[config.mk]
export PLATFORM = sky130hd
export DESIGN_NAME = uart_chip_emu
export DESIGN_NICKNAME = d
export VERILOG_FILES = /design/src/rtl/uart_chip_emu.sv
export SDC_FILE = /design/constraint.sdc
export NUM_CORES = 1
export LEC_CHECK = 0
export BUFFER_PORTS_ARGS = -buffer_cell sky130_fd_sc_hd__buf_2
export CORE_ASPECT_RATIO = 0.6
export CORE_MARGIN = 3
export CORE_UTILIZATION = 51
export CTS_BUF_LIST = sky130_fd_sc_hd__clkbuf_4
export DETAILED_ROUTE_END_ITERATION = 10
export PLACE_DENSITY = 0.66
export SLEW_MARGIN = 20
export SYNTH_ARGS = -nofsm -noshare
export SYNTH_HDL_FRONTEND = slang
export SYNTH_SLANG_ARGS = --single-unit
[constraint.sdc]
create_clock -name clk -period 3 [get_ports clk]
set_clock_uncertainty 0.2 [all_clocks]
set_input_delay 0.45 -clock clk [delete_from_list [all_inputs] [get_ports clk]]
set_output_delay 0.45 -clock clk [all_outputs]
set_load 0.005 [all_outputs]
[src/rtl/uart_chip_emu.sv]
// uart_chip_emu: stands in for the external UART chip on the CPU bus
// handshake (rdn/wrn/data_ready/tbre/tsre) and serialises bytes as 8N1.
//
// Ports:
//   clk, rst        clock, asynchronous active-low reset
//   rdn, wrn        CPU read / write strobes, active low
//   data_in         bus low byte, sampled on a write
//   data_out        receive buffer register (RBR)
//   data_oe         bus drive enable, follows ~rdn
//   data_ready      RBR holds an unread byte
//   tbre, tsre      transmit holding reg empty / shifter idle
//   rxd, txd        serial pins, idle high
//
// Build option: UART_LOOPBACK_EN feeds RX from the internal txd.
module uart_chip_emu #(
  parameter int CLKS_PER_BIT = 96,
  parameter int CNT_W        = 8
) (
  input  logic       clk,
  input  logic       rst,
  input  logic       rdn,
  input  logic       wrn,
  input  logic [7:0] data_in,
  output logic [7:0] data_out,
  output logic       data_oe,
  output logic       data_ready,
  output logic       tbre,
  output logic       tsre,
  input  logic       rxd,
  output logic       txd
);

  typedef enum logic [1:0] {
    S_IDLE,
    S_START,
    S_DATA,
    S_STOP
  } st_t;

  localparam logic [CNT_W-1:0] LAST =
    CNT_W'(CLKS_PER_BIT - 1);
  localparam logic [CNT_W-1:0] HALF =
    CNT_W'(CLKS_PER_BIT / 2);

  // [0],[1] synchroniser, [2] previous value for edges
  logic [2:0] rdn_q;
  logic [2:0] wrn_q;
  logic [2:0] rxd_q;
  logic [7:0] din_d1;
  logic [7:0] din_d2;
  logic       rx_src;

`ifdef UART_LOOPBACK_EN
  assign rx_src = txd;
`else
  assign rx_src = rxd;
`endif

  always_ff @(posedge clk or negedge rst) begin
    if (!rst) begin
      rdn_q  <= '1;
      wrn_q  <= '1;
      rxd_q  <= '1;
      din_d1 <= '0;
      din_d2 <= '0;
    end else begin
      rdn_q  <= {rdn_q[1:0], rdn};
      wrn_q  <= {wrn_q[1:0], wrn};
      rxd_q  <= {rxd_q[1:0], rx_src};
      din_d1 <= data_in;
      din_d2 <= din_d1;
    end
  end

  logic rd_rise;
  logic wr_rise;
  logic rx_fall;
  logic rx_bit;

  assign rd_rise = rdn_q[1] & ~rdn_q[2];
  assign wr_rise = wrn_q[1] & ~wrn_q[2];
  assign rx_fall = ~rxd_q[1] & rxd_q[2];
  assign rx_bit  = rxd_q[1];

  assign data_oe  = ~rdn;

  // ---------------- transmit ----------------
  st_t            tx_state;
  st_t            tx_state_n;
  logic [CNT_W-1:0] tx_cnt;
  logic [CNT_W-1:0] tx_cnt_n;
  logic [2:0]     tx_idx;
  logic [2:0]     tx_idx_n;
  logic [7:0]     tx_sh;
  logic [7:0]     tx_sh_n;
  logic [7:0]     thr;
  logic           tx_load;
  logic           tx_done;
  logic           txd_n;
  logic           wr_ok;

  always_comb begin
    tx_state_n = tx_state;
    tx_cnt_n   = tx_cnt;
    tx_idx_n   = tx_idx;
    tx_sh_n    = tx_sh;
    tx_load    = 1'b0;
    tx_done    = 1'b0;
    unique case (tx_state)
      S_IDLE: begin
        if (!tbre) tx_load = 1'b1;
      end
      S_START: begin
        if (tx_cnt == LAST) begin
          tx_state_n = S_DATA;
          tx_cnt_n   = '0;
          tx_idx_n   = '0;
        end else begin
          tx_cnt_n = tx_cnt + 1'b1;
        end
      end
      S_DATA: begin
        if (tx_cnt == LAST) begin
          tx_cnt_n = '0;
          tx_sh_n  = {1'b0, tx_sh[7:1]};
          if (tx_idx == 3'd7) tx_state_n = S_STOP;
          else tx_idx_n = tx_idx + 1'b1;
        end else begin
          tx_cnt_n = tx_cnt + 1'b1;
        end
      end
      S_STOP: begin
        if (tx_cnt == LAST) begin
          // a waiting byte starts with no idle gap
          if (!tbre) begin
            tx_load = 1'b1;
          end else begin
            tx_state_n = S_IDLE;
            tx_cnt_n   = '0;
            tx_done    = 1'b1;
          end
        end else begin
          tx_cnt_n = tx_cnt + 1'b1;
        end
      end
      default: tx_state_n = S_IDLE;
    endcase
    if (tx_load) begin
      tx_state_n = S_START;
      tx_cnt_n   = '0;
      tx_sh_n    = thr;
    end
    // line level follows the state being entered
    txd_n = 1'b1;
    if (tx_state_n == S_START) txd_n = 1'b0;
    else if (tx_state_n == S_DATA) txd_n = tx_sh_n[0];
  end

  // a write coinciding with the THR move sees the freed THR
  assign wr_ok = wr_rise & (tbre | tx_load);

  always_ff @(posedge clk or negedge rst) begin
    if (!rst) begin
      tx_state <= S_IDLE;
      tx_cnt   <= '0;
      tx_idx   <= '0;
      tx_sh    <= '0;
      txd      <= 1'b1;
      tsre     <= 1'b1;
      tbre     <= 1'b1;
      thr      <= '0;
    end else begin
      tx_state <= tx_state_n;
      tx_cnt   <= tx_cnt_n;
      tx_idx   <= tx_idx_n;
      tx_sh    <= tx_sh_n;
      txd      <= txd_n;
      if (tx_load) tsre <= 1'b0;
      else if (tx_done) tsre <= 1'b1;
      if (wr_ok) begin
        thr  <= din_d2;
        tbre <= 1'b0;
      end else if (tx_load) begin
        tbre <= 1'b1;
      end
    end
  end

  // ---------------- receive ----------------
  st_t            rx_state;
  st_t            rx_state_n;
  logic [CNT_W-1:0] rx_cnt;
  logic [CNT_W-1:0] rx_cnt_n;
  logic [2:0]     rx_idx;
  logic [2:0]     rx_idx_n;
  logic [7:0]     rx_sh;
  logic [7:0]     rx_sh_n;
  logic           rx_done;
  logic [7:0]     rbr;

  always_comb begin
    rx_state_n = rx_state;
    rx_cnt_n   = rx_cnt;
    rx_idx_n   = rx_idx;
    rx_sh_n    = rx_sh;
    rx_done    = 1'b0;
    unique case (rx_state)
      S_IDLE: begin
        if (rx_fall) begin
          rx_state_n = S_START;
          rx_cnt_n   = '0;
        end
      end
      S_START: begin
        // mid-bit recheck rejects short glitches
        if (rx_cnt == HALF) begin
          rx_cnt_n = '0;
          rx_idx_n = '0;
          if (!rx_bit) rx_state_n = S_DATA;
          else rx_state_n = S_IDLE;
        end else begin
          rx_cnt_n = rx_cnt + 1'b1;
        end
      end
      S_DATA: begin
        if (rx_cnt == LAST) begin
          rx_cnt_n = '0;
          rx_sh_n  = {rx_bit, rx_sh[7:1]};
          if (rx_idx == 3'd7) rx_state_n = S_STOP;
          else rx_idx_n = rx_idx + 1'b1;
        end else begin
          rx_cnt_n = rx_cnt + 1'b1;
        end
      end
      S_STOP: begin
        if (rx_cnt == LAST) begin
          rx_state_n = S_IDLE;
          rx_cnt_n   = '0;
          rx_done    = rx_bit;
        end else begin
          rx_cnt_n = rx_cnt + 1'b1;
        end
      end
      default: rx_state_n = S_IDLE;
    endcase
  end

  always_ff @(posedge clk or negedge rst) begin
    if (!rst) begin
      rx_state   <= S_IDLE;
      rx_cnt     <= '0;
      rx_idx     <= '0;
      rx_sh      <= '0;
      rbr        <= '0;
      data_ready <= 1'b0;
    end else begin
      rx_state <= rx_state_n;
      rx_cnt   <= rx_cnt_n;
      rx_idx   <= rx_idx_n;
      rx_sh    <= rx_sh_n;
      // a completing byte beats a same-cycle read
      if (rx_done) begin
        rbr        <= rx_sh;
        data_ready <= 1'b1;
      end else if (rd_rise) begin
        data_ready <= 1'b0;
      end
    end
  end

  assign data_out = rbr;

endmodule

==> flow_summary.ini, run 1 <==
[sta]
post-route-min-period_ns = 2.39
slew_headroom_pct = 59.5
rsz0062_at_grt = no
tns_ns = 0
worstMarginPinSlew_ns = 0.606
setup_violations = 0
final-hold-violation-count = 0
slew_violations = 0
fin_crit_sh_pct = 79.7
whs_ns = 0.162
fin_ws_ns = 0.608
fmax_mhz = 418

[finish]
final_util_pct = 62.1
antennaDiodeCount = 0
area_growth_pct = 12.3
layout_commonest_cell = dfrtp_1
final_cell_mix = 75 x dfrtp_1, 32 x nand2_1, 24 x buf_2
drive_gt1_share_pct = 27.0
stdcell_count = 459
final_area_um2 = 4340
fin_nets = 379

[detailed_routing]
ant_nets = 0
first_pass_iters = 4
first_iter_violations = 212
vias_per_cell = 5.38
wire_per_inst_um = 14.4
drt_wl_total_um = 6590
drc = 0
via_count = 2469

[clock_tree]
clkLatencyLatePin_ns = 0.42
clkTransAtPathRegs_ns = 0.13
cts_setup_buffers = 0
tritoncts = built
h-tree-depth = 3
clock-sinks = 87
numCtsBuffers = 9
root_buffer = clkbuf_4
max-clock-path-buffers = 2

[setup_path]
r2r_cells = 6
worstPathRequired_ns = 3.13
cp-start-kind = register
cp_slowest_stage_delay_ns = 0.44
crit_slowest_cell = dfrtp_1
critPathMaxFanout = 12
crit_chain = ha_1 > and4_4 > and2_4 > a41o_1 > or2_4 > o41ai_2
endpoint_kind = register
cp_data_arrival_time_ns = 2.52
r2r_end = tx_cnt[5]
critPathKind = reg -> reg
r2r_start = tx_cnt[0]
reg2reg_slack_ns = 0.61
crit_start = tx_cnt[0]
cp-endpoint = tx_cnt[5]

[grt]
grt_pass1_wl_um = 11800
grt_pass1_vias = 2405
overflow = 0
antenna_found_initial = 0
grtUsageTotal_pct = 17.3
grt_start_max_net_pins = 45

[die]
dieHeight_um = 73.4
die_w_um = 118
core_area_um2 = 6990
floorplan.initialDensity_pct = 55.2
dieArea_um2 = 8690
rows = 23
io_pins = 26

[place]
dpl_cell_area_um2 = 4060
dpl.cell_count = 431
place_congestion = 0.893
portBuffers = 25
place_ws_ns = 0.663
hpwl_um = 4510

[run]
drv_cap = 0

[pwr]
peakVddDrop_mv = 0.431
leakagePower_nw = 2.06
total_power_mw = 2.32
power.density_nw_per_um2 = 534

[logic_synthesis]
synth-seq-cells = 87
ys_seq_area_share_pct = 56.8
yosysTopAreaCell = dfrtp_1
synth_ff_type = dfrtp_1
syn_area_um2 = 3860
synth_cell_types = 65
netlist_top_cells_area = dfrtp_1 49%, dfstp_2 8.2%, mux2_2 6.1%
syn_avg_cell_area_um2 = 12.3
synth_nets = 340
synth_edf_count = 0
synthDominantCellAreaShare_pct = 48.6
syn_inst = 315
yosysWarnings = 0
ys_async_sr_fraction_pct = 100

[run_status]
outcome = finished, final reports clean

[worst_hold_path]
holdCritPathClass = reg -> reg
## critical path, delay by kind of cell (launching register included)
family                   cells  cell delay, ns
AO/OA/AOI/OAI                2            0.65
flip-flops                   1            0.44
adder cells (fa/ha/maj)      1            0.26
AND/OR/NAND/NOR              3            0.75
## how the worst min path moves through the flow
stage	depth (start not counted)	startpoint	to
6_report	0	din_d1[4]	din_d2[4]
3_5_place_dp	0	din_d1[4]	din_d2[4]
3_3_place_gp	0	din_d1[1]	din_d2[1]
4_1_cts	0	din_d1[4]	din_d2[4]
2_1_floorplan	0	rst	asynchronous set/reset pin
5_1_grt	0	rdn_q[0]	rdn_q[1]
## area by class of cell
class,count,area [um^2]
Timing Repair Buffer,38,268
Inverter,14,52.6
Sequential cell,87,2190
Fill cell,563,2650
Multi-Input combinational cell,204,1540
Clock buffer,9,67.6
Clock inverter,7,93.8
Tap cell,100,125
## Yosys cell counts (all sizes together) (2+ instances only)
master	instances
dfrtp	75
nand2	32
o21ai	28
mux2	24
inv	14
dfstp	12
ha	12
nand3	12
nor2	12
buf	9
mux2i	9
a21oi	7
a31oi	6
a21o	5
and3	5
o31ai	5
a22o	4
nor2b	4
and2	3
nor3b	3
or2	3
a211oi	2
nand2b	2
nor3	2
o211ai	2
o22a	2
o41ai	2
or4	2
## what timing repair did
action | 4_1_cts | 5_1_grt
endpoints found under the hold margin | 49 | 0
hold buffers | 12 | 0
gates resized for setup | 0 | 0
## report_power, final
part	internal, mW	switching, mW
clock network	0.340	0.391
logic	0.120	0.126
registers	1.25	0.0889
## per-layer routing
layer | vias to the layer above | track usage, % | share of wire (%)
met5 | - | 0 | 0
met4 | 0 | 4.68 | 0.80
met3 | 5 | 5.85 | 4.5
met2 | 51 | 24.7 | 41
met1 | 1210 | 25.3 | 53
li1 | 1203 | - | -
## cell families after synthesis
group,Yosys count,synth area share [%]
buffers and inverters,24,3.37
xor gates and xnor gates,2,0.454
AOI/OAI and AO/OA,70,13.0
muxes,33,9.33
DFF,87,56.8
adders and majority gates,12,3.89
and+or+nand+nor,87,13.2
## registers in the layout, summed over array words and instances (netlist names), 2 cells and up, named ones only
name / cells
rdn_q: 3
rx_cnt: 8
tx_idx: 3
tx_cnt: 8
thr: 8
wrn_q: 3
rxd_q: 3
tx_state: 2
data_out: 8
rx_idx: 3
tx_sh: 8
din_d2: 8
rx_sh: 8
din_d1: 8
Note: power is estimated with default switching activity, not from simulation.
==> run 2: changes to the inputs <==
PLACE_DENSITY = 0.69   (was 0.66)
clock period = 2.1 ns   (was 3 ns; I/O delays follow)
==> run 2 against run 1 <==
Sequential share of layout area fell by 3.3 points. Flip-flop and latch count unchanged. Sequential power increased by 39%. Utilization up 4.3 points. Critical path type unchanged.
==> flow_summary.ini, run 2 (same netlist as run 1, synthesis figures left out) <==
[die]
rows = 23
dieArea_um2 = 8690
floorplan.initialDensity_pct = 55.2
core_area_um2 = 6990
dieHeight_um = 73.4
die_w_um = 118
io_pins = 26

[setup_path]
cp_data_arrival_time_ns = 2.21
critPathMaxFanout = 6
critPathKind = reg -> reg
worstPathRequired_ns = 2.25
crit_buf_inv = 0
crit_slowest_cell = or4_1
endpoint_kind = register
cp_slowest_stage_delay_ns = 0.47
cpLargestDelayFamily = simple AND/OR/NAND/NOR gates
cp-start-kind = register
crit_chain = ha_2 > and4_4 > and2_4 > a41o_4 > or4_1 > o211ai_1

[pwr]
power.density_nw_per_um2 = 713
leakagePower_nw = 2.22
peakVddDrop_mv = 0.483

[grt]
overflow = 0
grt_pass1_vias = 2379
grtUsageTotal_pct = 17.2
grt_start_max_net_pins = 59
antenna_found_initial = 0
grt_pass1_wl_um = 11700

[detailed_routing]
drc = 0
first_iter_violations = 236
first_pass_iters = 4
wire_per_inst_um = 13.8
ant_nets = 0
drt_wl_total_um = 6770
vias_per_cell = 5.35
via_count = 2631

[clock_tree]
clock-sinks = 87
clkTransAtPathRegs_ns = 0.14
max-clock-path-buffers = 2
numCtsBuffers = 9
root_buffer = clkbuf_4
clkLatencyLatePin_ns = 0.44
tritoncts = built
h-tree-depth = 3

[sta]
setup_violations = 0
slew_violations = 0
final-hold-violation-count = 0
fmax_mhz = 486
fin_crit_sh_pct = 98.0
whs_ns = 0.119
slew_headroom_pct = 67.6
worstMarginPinSlew_ns = 0.483
post-route-min-period_ns = 2.06
rsz0062_at_grt = yes

[finish]
drive_gt1_share_pct = 35.7
antennaDiodeCount = 0
fin_nets = 412
area_growth_pct = 20.2
layout_commonest_cell = dfrtp_1
final_cell_mix = 75 x dfrtp_1, 33 x buf_4, 32 x nand2_1
stdcell_count = 492

[place]
portBuffers = 25
dpl.cell_count = 462
place_congestion = 0.892
hpwl_um = 4630

[run]
drv_cap = 0

[worst_hold_path]
holdCritPathClass = in -> async

[run_status]
outcome = finished, final reports clean
run 2: changes by cell type in the layout (fill, tap and decap cells not counted), sizes merged:
| cell | delta |
|---|---|
| buf | +33 |
| clkbuf | +3 |
| clkinv | -2 |
| clkinvlp | +1 |
| bufinv | -1 |
| inv | -1 |
run 2: final timing paths:
check	to	cells past startpoint	start	slack, ns
hold reg to reg	wrn_q[1]	0	wrn_q[0]	0.15
setup reg to reg	tx_cnt[4]	6	tx_cnt[1]	0.04
min in group clk	wrn_q[1]	0	wrn_q[0]	0.15
setup / recovery	tx_cnt[4]	6	tx_cnt[1]	0.04
max in group asynchronous	wrn_q[0]	3	rst	0.89
hold / removal	data_ready	2	rst	0.12
run 2: layout make-up:
| class | count | area (um^2) |
|---|---|---|
| Clock buffer | 12 | 90.1 |
| Clock inverter | 4 | 53.8 |
| Fill cell | 526 | 2350 |
| Inverter | 14 | 52.6 |
| Multi-Input combinational cell | 204 | 1600 |
| Sequential cell | 87 | 2190 |
| Tap cell | 100 | 125 |
| Timing Repair Buffer | 71 | 528 |
run 2: per-layer routing:
metal	part of all wire, %	global-route usage (%)	vias up
met4	1.0	5.45	0
met5	0	0	-
li1	-	-	1278
met1	51	26.5	1268
met2	41	22.7	77
met3	7.2	5.69	8
run 2: power by group:
part	total [mW]	leakage, nW	internal, mW	switching, mW
Clock	0.953	0.0742	0.408	0.545
Sequential	1.86	1.10	1.79	0.0724
Combinational	0.494	1.05	0.239	0.256
run 2: metrics by stage:
stage               worst slack (ns)  TNS, ns  utilization [%]  area (um^2)  total power, mW
floorplan                   -0.00942  -0.0471                -         3860             2.16
CTS                        0.0000360        0             65.3         4570             3.34
finish                        0.0423        0             66.4         4640             3.31
detailed placement            0.0208        0             61.6         4310             2.36
global placement              0.0631        0             61.6         4310             2.33
global route                 -0.0321  -0.0667             66.4         4640             3.50
run 2: repair_timing:
item | CTS | global route
endpoints found under the hold margin | 90 | 0
setup buffers | 0 | 2
hold buffers | 12 | 0
endpoints found under the setup margin | 0 | 29
gates resized for setup | 0 | 12
run 2: worst reg2reg max path: stages, from the launching register on:
cell and delay (ns):
dfrtp_1 0.41, ha_2 0.20, and4_4 0.20, and2_4 0.14
a41o_4 0.26, or4_1 0.47, o211ai_1 0.09
==> run 3: changes to the inputs <==
CTS_BUF_LIST = sky130_fd_sc_hd__clkbuf_8   (was sky130_fd_sc_hd__clkbuf_4)
CTS_CLUSTER_DIAMETER = 40   (was not set)
==> run 3 against run 2 <==
Clock power grew 16%. Critical endpoint unchanged. Flip-flop and latch count unchanged. Worst setup slack gained 0.015 ns. Register-to-register slack barely moved.
==> flow_summary.ini, run 3 (same netlist as run 1, synthesis figures left out) <==
[run_status]
outcome = finished, final reports clean

[sta]
setup_violations = 0
fin_crit_sh_pct = 97.3
whs_ns = 0.154
fmax_mhz = 490
final-hold-violation-count = 0
slew_headroom_pct = 67.4
tns_ns = 0
slew_violations = 0
post-route-min-period_ns = 2.04
fin_ws_ns = 0.0572
worstMarginPinSlew_ns = 0.486

[finish]
multi_input_area_um2 = 1600
seqCellArea_um2 = 2190
area_growth_pct = 21.3
drive_gt1_share_pct = 34.9
n_fill_cell = 527
layout_commonest_cell = dfrtp_1
antennaDiodeCount = 0
final_util_pct = 67.0
stdcell_count = 492
fin_nets = 412
final_cell_mix = 75 x dfrtp_1, 33 x buf_4, 32 x nand2_1
final_area_um2 = 4690

[die]
floorplan.initialDensity_pct = 55.2
rows = 23
io_pins = 26
dieArea_um2 = 8690
die_w_um = 118
dieHeight_um = 73.4
core_area_um2 = 6990

[setup_path]
endpoint_kind = register
worstPathRequired_ns = 2.17
r2r_cells = 6
cp_data_arrival_time_ns = 2.11
critPathMaxFanout = 6
critPathKind = reg -> reg
cp-start-kind = register

[grt]
grt_pass1_vias = 2382
grtUsageTotal_pct = 17.3
overflow = 0
grt_start_max_net_pins = 59
grt_pass1_wl_um = 11700
antenna_found_initial = 0

[clock_tree]
clock-sinks = 87
numCtsBuffers = 9
h-tree-depth = 3
tritoncts = built
clkLatencyLatePin_ns = 0.35
root_buffer = clkbuf_8
max-clock-path-buffers = 2
clkTransAtPathRegs_ns = 0.08

[place]
hpwl_um = 4630
portBuffers = 25
dpl.cell_count = 462
place_ws_ns = 0.0208
dpl_cell_area_um2 = 4310
place_congestion = 0.892

[pwr]
peakVddDrop_mv = 0.663
p_sw_share_pct = 25.8
total_power_mw = 3.46
power.share.combinational_pct = 14.3
netSwitchingPower_mw = 0.892
clkPwrFrac_pct = 31.9
leakagePower_nw = 2.25
p_int_mw = 2.57
seqPwrFrac_pct = 53.8
power.density_nw_per_um2 = 739

[detailed_routing]
wire_per_inst_um = 13.8
drc = 0
via_count = 2635
ant_nets = 0
vias_per_cell = 5.36
first_iter_violations = 211
drt_wl_total_um = 6790
first_pass_iters = 5

[run]
drv_cap = 0

[worst_hold_path]
worstHoldPathCells = 0
holdCritPathClass = reg -> reg
[run 3: changes by cell type in the layout (fill, tap and decap cells not counted)]
cell,before,now
clkbuf_4,12,0
clkbuf_8,0,9
inv_1,14,17
[run 3: final timing paths]
check / from / endpoint / slack, ns
max in group asynchronous: rst / rxd_q[0] / 0.80
min in group asynchronous: rst / tx_cnt[7] / 0.23
setup reg to reg: tx_cnt[1] / tx_cnt[4] / 0.06
hold reg to reg: din_d1[2] / din_d2[2] / 0.15
setup / recovery: tx_cnt[1] / tx_cnt[4] / 0.06
hold / removal: din_d1[2] / din_d2[2] / 0.15
[run 3: final cells by class]
class,count,share of cell area [%]
clock buffers,9,2.64
well taps,100,2.67
inverters,14,1.12
flip-flops and latches,87,46.8
multi-input cells,204,34.1
repair buffers,71,11.3
clock inverters,7,1.39
[run 3: worst max-delay path, cell delays in order, from the launching register on]
cell and delay (ns):
dfrtp_1 0.39, ha_2 0.20, and4_4 0.20, and2_4 0.14, a41o_4 0.26, or4_1 0.47
o211ai_1 0.10
[run 3: what timing repair did]
item | 4_1_cts | 5_1_grt
buffers inserted | 0 | 2
hold buffers | 12 | 0
hold endpoints to repair | 40 | 0
endpoints found under the setup margin | 0 | 29
gates resized for setup | 0 | 12
[run 3: power by group through the flow]
stage	combinational, mW	sequential, mW	clock (mW)
6_report	0.494	1.86	1.11
5_1_grt	0.545	1.88	1.23
2_1_floorplan	0.269	1.90	0
3_3_place_gp	0.447	1.89	0
3_5_place_dp	0.463	1.89	0
4_1_cts	0.482	1.86	1.16
[run 3: routing by layer]
layer | part of all wire, % | GRT usage, %
met4 | 0.62 | 6.62
met3 | 6.0 | 5.23
met1 | 52 | 26.5
met2 | 42 | 22.9
met5 | 0 | 0
